### src/rtl/conv_frame_encoder_if.sv
// Handshake bundle for the convolutional frame encoder: bit input side
// (enable/ready) and symbol output side (valid/ready) with frame markers.
interface conv_frame_encoder_if;
  logic       enable_i;
  logic       d_in;
  logic       last_i;
  logic       ready_o;
  logic       valid_o;
  logic [1:0] d_out;
  logic       last_o;
  logic       ready_i;

  // Producer of data bits and consumer of symbols.
  modport master (
    output enable_i, d_in, last_i, ready_i,
    input  ready_o, valid_o, d_out, last_o
  );

  // The encoder itself.
  modport slave (
    input  enable_i, d_in, last_i, ready_i,
    output ready_o, valid_o, d_out, last_o
  );
endinterface

### src/rtl/conv_frame_encoder.sv
// Rate-1/2 convolutional encoder with zero-tail frame termination.
// Input bits arrive over enable/ready, 2-bit symbols leave through a
// one-deep output register with downstream backpressure.
module conv_frame_encoder #(
  parameter int           K       = 3,
  parameter logic [K-1:0] G0      = 3'b111,
  parameter logic [K-1:0] G1      = 3'b101,
  parameter bit           TAIL_EN = 1'b1
) (
  input  logic                 clk,
  input  logic                 rst,
  conv_frame_encoder_if.slave  bus,
  output logic                 busy_o,
  output logic [15:0]          frame_ct_o
);

  localparam int           TW        = (K > 2) ? $clog2(K - 1) : 1;
  localparam logic [TW-1:0] TAIL_LAST = TW'(K - 2);

  typedef enum logic [1:0] {
    IDLE = 2'd0,
    DATA = 2'd1,
    TAIL = 2'd2
  } state_t;

  state_t        state, state_n;
  logic [K-2:0]  sr, sr_n;          // sr[K-2] is the most recent bit
  logic [TW-1:0] tail_ct, tail_ct_n;

  logic          slot_free;
  logic          accept;
  logic          tail_emit;
  logic          tail_done;
  logic          load;
  logic          b;
  logic [K-1:0]  r;
  logic [1:0]    sym;
  logic          sym_last;

  // The output register can take a new symbol when it is empty or being drained.
  assign slot_free   = !bus.valid_o || bus.ready_i;
  assign bus.ready_o = (state != TAIL) && slot_free;
  assign accept      = bus.enable_i && bus.ready_o;
  assign tail_emit   = (state == TAIL) && slot_free;
  assign tail_done   = tail_emit && (tail_ct == TAIL_LAST);
  assign load        = accept || tail_emit;

  // Tail symbols encode a zero bit; data symbols encode the accepted bit.
  assign b        = accept && bus.d_in;
  assign r        = {b, sr};
  assign sym      = {^(r & G0), ^(r & G1)};
  assign sym_last = tail_done || (accept && bus.last_i && !TAIL_EN);

  assign busy_o = (state != IDLE) || bus.valid_o;

  // State, shift register and tail counter.
  always_ff @(posedge clk) begin
    // NOTE: sequential state uses non-blocking assignments so every register
    // samples the pre-edge values, independent of statement order.
    if (rst) begin
      state   <= IDLE;
      sr      <= '0;
      tail_ct <= '0;
    end else begin
      state   <= state_n;
      sr      <= sr_n;
      tail_ct <= tail_ct_n;
    end
  end

  // Next-state logic: frame progression and shift-register update.
  always_comb begin
    // NOTE: every variable gets a default first so no path leaves it
    // unassigned, which would otherwise infer a latch.
    state_n   = state;
    sr_n      = sr;
    tail_ct_n = tail_ct;
    case (state)
      IDLE, DATA: begin
        if (accept) begin
          sr_n    = r[K-1:1];
          state_n = DATA;
          if (bus.last_i) begin
            if (TAIL_EN) begin
              state_n   = TAIL;
              tail_ct_n = '0;
            end else begin
              state_n = IDLE;
              sr_n    = '0;
            end
          end
        end
      end
      TAIL: begin
        if (tail_emit) begin
          sr_n = r[K-1:1];
          if (tail_done) begin
            state_n   = IDLE;
            tail_ct_n = '0;
          end else begin
            tail_ct_n = tail_ct + 1'b1;
          end
        end
      end
      default: state_n = IDLE;
    endcase
  end

  // One-deep output register and completed-frame counter.
  always_ff @(posedge clk) begin
    if (rst) begin
      bus.valid_o <= 1'b0;
      bus.d_out   <= 2'b00;
      bus.last_o  <= 1'b0;
      frame_ct_o  <= 16'd0;
    end else begin
      if (load) begin
        bus.valid_o <= 1'b1;
        bus.d_out   <= sym;
        bus.last_o  <= sym_last;
      end else if (bus.ready_i) begin
        bus.valid_o <= 1'b0;
      end
      // Counted when the closing symbol is loaded, not when it leaves.
      if (load && sym_last) begin
        frame_ct_o <= frame_ct_o + 16'd1;
      end
    end
  end

endmodule

### src/flat_wrapper.sv
// flat-port wrapper written by rule: the top's interface ports become plain ports
module conv_frame_encoder_flat 
#(
  parameter int           K       = 3,
  parameter logic [K-1:0] G0      = 3'b111,
  parameter logic [K-1:0] G1      = 3'b101,
  parameter bit           TAIL_EN = 1'b1
)
  (clk, rst, busy_o, frame_ct_o, bus_enable_i, bus_d_in, bus_last_i, bus_ready_i, bus_ready_o, bus_valid_o, bus_d_out, bus_last_o);
  conv_frame_encoder_if bus_i ();
  input  logic clk;
  input  logic rst;
  output logic busy_o;
  output logic [15:0] frame_ct_o;
  input wire logic [$bits(bus_i.enable_i)-1:0] bus_enable_i;
  input wire logic [$bits(bus_i.d_in)-1:0] bus_d_in;
  input wire logic [$bits(bus_i.last_i)-1:0] bus_last_i;
  input wire logic [$bits(bus_i.ready_i)-1:0] bus_ready_i;
  output wire logic [$bits(bus_i.ready_o)-1:0] bus_ready_o;
  output wire logic [$bits(bus_i.valid_o)-1:0] bus_valid_o;
  output wire logic [$bits(bus_i.d_out)-1:0] bus_d_out;
  output wire logic [$bits(bus_i.last_o)-1:0] bus_last_o;
  assign bus_i.enable_i = bus_enable_i;
  assign bus_i.d_in = bus_d_in;
  assign bus_i.last_i = bus_last_i;
  assign bus_i.ready_i = bus_ready_i;
  assign bus_ready_o = bus_i.ready_o;
  assign bus_valid_o = bus_i.valid_o;
  assign bus_d_out = bus_i.d_out;
  assign bus_last_o = bus_i.last_o;
  conv_frame_encoder #(.K(K), .G0(G0), .G1(G1), .TAIL_EN(TAIL_EN)) u_core (.clk(clk), .rst(rst), .bus(bus_i), .busy_o(busy_o), .frame_ct_o(frame_ct_o));
endmodule
### config.mk
export PLATFORM = sky130hd
export DESIGN_NAME = conv_frame_encoder_flat
export DESIGN_NICKNAME = d
export VERILOG_FILES = /design/src/rtl/conv_frame_encoder_if.sv /design/src/rtl/conv_frame_encoder.sv /design/src/flat_wrapper.sv
export SDC_FILE = /design/constraint.sdc
export NUM_CORES = 1
export LEC_CHECK = 0
export CORE_AREA = 2 2 51 58
export CTS_CLUSTER_DIAMETER = 80
export DETAILED_ROUTE_END_ITERATION = 10
export DIE_AREA = 0 0 53 60
export GPL_TIMING_DRIVEN = 0
export PLACE_DENSITY = 0.76
export SETUP_SLACK_MARGIN = 0.1
export SYNTH_ARGS = -nofsm -noshare
export SYNTH_HDL_FRONTEND = slang
export SYNTH_SLANG_ARGS = --single-unit
### constraint.sdc
create_clock -name clk -period 2 [get_ports clk]
set_clock_uncertainty 0.1 [all_clocks]
set_input_delay 0.4 -clock clk [delete_from_list [all_inputs] [get_ports clk]]
set_output_delay 0.4 -clock clk [all_outputs]
set_load 0.01 [all_outputs]
==> impl_metrics.json, run 1 <==
{
  "ant_nets": 0,
  "rsz0062_at_grt": "yes",
  "met1_length_um": 1160,
  "place_inst": 199,
  "power.density_mw_per_mm2": 558,
  "hold_viol": 0,
  "critPathTopFamily": "simple AND/OR/NAND/NOR gates",
  "avgViaCountPerCell": 5.61,
  "worst_slack_ps": 149,
  "drtPass1Iterations": 4,
  "synth_top_family_by_area": "simple AND/OR/NAND/NOR gates",
  "gp_congestion": 0.741,
  "via_count": 1139,
  "ctsLongestPathBuffers": 2,
  "synthXorXnorAreaFrac_pct": 4.39,
  "highest_layer": "met4",
  "design.die.area_mm2": 0.00318,
  "total_power_uw": 872,
  "synth_compound_area_share_pct": 15.3,
  "cp_max_fo": 9,
  "drv_cap": 0,
  "ys.flop_type": "dfxtp_1",
  "slowest_delay_ps": 510,
  "root_buffer": "clkbuf_4",
  "synthMuxAreaShare_pct": 3.45,
  "diodes": 0,
  "synthArstFlopShare_pct": 0,
  "grt_pass1_wl_um": 4670,
  "synth_edf_count": 0,
  "clock_latency_ps": 320,
  "drc": 0,
  "fillCellCount": 239,
  "worstPathCellList": "clkdlybuf4s50_1 -> nand2b_2 -> nand4_4 -> or4_1 -> a21oi_1",
  "synth_adder_area_share_pct": 1.05,
  "final_layout_size_suffix_gt1_share_pct": 12.9,
  "rows": 20,
  "drt_iter0_drc": 22,
  "fin_nets": 178,
  "cts_tree": "yes",
  "clock-sinks": 25,
  "grt_max_degree": 16,
  "setup-violations-final": 0,
  "cpMaxStageDelayCell": "clkdlybuf4s50_1",
  "yosysWarnings": 0,
  "end_kind": "register",
  "syn_to_final_growth_pct": 30.6,
  "drv_slew": 0,
  "synth_simple_gate_area_share_pct": 30.2,
  "met3_length_um": 130,
  "dpl.hpwl_um": 1880,
  "wl_per_cell_um": 13.1,
  "antenna_found_initial": 0,
  "wl_met2_um": 1330,
  "start_util_pct": 45.5,
  "dieWidth_um": 53,
  "outcome": "finished, final reports clean",
  "syn_inst": 140,
  "syn_nets": 147,
  "track_usage_pct": 19.5,
  "path_class": "in -> reg",
  "cp.arrival_ps": 2010,
  "synthesis.area_mm2": 0.00120,
  "portBuffers": 26,
  "max_freq_mhz": 540,
  "htree_levels": 1,
  "cts_buffers": 3,
  "required_ps": 2160,
  "clkTransAtPathRegs_ps": 130,
  "worst-path-buf-inv": 1,
  "grt-ovfl-total": 0,
  "routed_wl_um": 2650,
  "slew_headroom_pct": 68.1,
  "ys_seq_area_share_pct": 41.8,
  "synth.distinct_cells": 35,
  "dieHeight_um": 60,
  "period_share_pct": 92.6,
  "ys_seq_elements": 25,
  "synth_area_per_cell_um2": 8.54,
  "holdWs_ps": 373,
  "critPathLaunchType": "input port",
  "min_period_ps": 1850,
  "core_region_area_mm2": 0.00263,
  "tightestPinTransition_ps": 478,
  "reg2reg_slack_ps": 160,
  "fin_cells": 203,
  "ios": 28,
  "grt_pass1_vias": 1091,
  "power_leakage_nw": 0.549,
  "vdd_ir_drop_max_mv": 0.423,
  "hold_class": "reg -> reg",
  "dp_slack_ps": -317
}
-- layer usage --
metal	GRT usage [%]	vias to the layer above
met2	32.9	35
met1	24.8	532
met5	0	-
li1	-	568
met4	7.33	0
met3	3.00	4
-- state kept, by name (all words and copies together), names as in the netlist --
name,count
u_core.tail_ct,1
u_core.state,2
u_core.sr,2
u_core.frame_ct_o,16
u_core.bus.d_out,2
u_core.bus.last_o,1
u_core.bus.valid_o,1
-- synth_stat cells, types with 4 or more instances --
library cell	n	area, µm²
a21oi_1	14	70.1
or3_1	8	50.1
nor2_1	14	52.6
dfxtp_1	25	500
nand4_1	6	37.5
o21ai_0	11	55.1
nand2_1	6	22.5
inv_1	4	15.0
and3_1	4	25.0
xor2_1	5	43.8
nor2b_1	4	25.0
clkbuf_1	5	18.8
-- worst paths after layout --
| path | startpoint | end | depth (start not counted) |
|---|---|---|---|
| max | bus_ready_i | u_core.frame_ct_o[14]$_SDFFE_PP0P_ | 5 |
| min | u_core.bus.last_o$_SDFFE_PP0P_ | u_core.bus.last_o$_SDFFE_PP0P_ | 2 |
| max reg2reg | u_core.state[0]$_SDFFE_PP0P_ | u_core.frame_ct_o[14]$_SDFFE_PP0P_ | 4 |
| min reg2reg | u_core.bus.last_o$_SDFFE_PP0P_ | u_core.bus.last_o$_SDFFE_PP0P_ | 2 |
-- cell families (layout without fill, tap and decap cells) --
group / Yosys count / in the layout
buffers and inverters: 11 / 41
AO/OA/AOI/OAI: 32 / 32
adder cells (fa/ha/maj): 1 / 1
multiplexers: 4 / 4
flip-flops: 25 / 25
AND/OR/NAND/NOR: 61 / 61
XOR/XNOR: 6 / 6
-- stage by stage --
| stage | TNS, ps | utilization (%) | area [µm²] |
|---|---|---|---|
| after global placement | -2720 | 57.0 | 1500 |
| final | 0 | 59.5 | 1560 |
| after floorplan | 0 | - | 1200 |
| after global routing | 0 | 59.5 | 1560 |
| after detailed placement | -3300 | 57.0 | 1500 |
| after CTS | 0 | 59.3 | 1560 |
-- repair_timing --
item                       in CTS  in global routing
setup endpoints to repair       3                 11
setup buffers                   1                  0
gates resized for setup        11                 11
hold buffers                    0                  0
-- worst min-delay path, cell delays in order, from the launching register on --
cell	delay [ps]
dfxtp_1	330
nand2_1	50
a21oi_1	60
-- area by class of cell --
type	instances	area [µm²]	share of cell area, %
Clock buffer	3	22.5	1.44
Inverter	4	15.0	0.961
Timing Repair Buffer	27	258	16.5
Clock inverter	1	7.51	0.480
Buffer	6	28.8	1.84
Multi-Input combinational cell	104	686	43.9
Sequential cell	25	504	32.3
Tap cell	33	41.3	2.64
-- power by group --
group / total, mW / leakage (nW) / switching [mW] / internal (mW)
clock: 0.231 / 0.0139 / 0.155 / 0.0764
sequential: 0.522 / 0.204 / 0.0120 / 0.510
combinational: 0.118 / 0.331 / 0.0636 / 0.0548
total: 0.872 / 0.549 / 0.231 / 0.642
-- cells in the final DEF, fill, tap and decap left out, types with 2 or more instances in the layout --
cell / netlist / routed
clkbuf_1: 5 / 2
xor2_1: 5 / 5
nand2_1: 6 / 6
dfxtp_1: 25 / 22
or3_1: 8 / 8
a21oi_1: 14 / 14
a2bb2oi_1: 2 / 2
nor2b_1: 4 / 2
clkbuf_2: 0 / 3
o21ai_0: 11 / 11
nor2_1: 14 / 13
nand3b_1: 2 / 2
nor2b_4: 0 / 2
clkdlybuf4s50_1: 0 / 24
nand4_1: 6 / 6
nand3_1: 3 / 3
and4_1: 2 / 2
dfxtp_2: 0 / 3
inv_1: 4 / 4
mux2i_1: 3 / 3
nand4_4: 1 / 2
nor3_1: 3 / 3
clkbuf_4: 0 / 3
buf_4: 1 / 2
and3_1: 4 / 4
nor4_1: 3 / 2
No activity file was read; power rests on OpenSTA's default activity.
==> run 2, diff against run 1 <==
--- a/config.mk
+++ b/config.mk
@@ -5,6 +5,7 @@
 export SDC_FILE = /design/constraint.sdc
 export NUM_CORES = 1
 export LEC_CHECK = 0
+export CAP_MARGIN = 5
 export CORE_AREA = 2 2 51 58
 export CTS_CLUSTER_DIAMETER = 80
 export DETAILED_ROUTE_END_ITERATION = 10
==> results of run 2 <==
Final layout, timing and power as in run 1 (identical DEF).
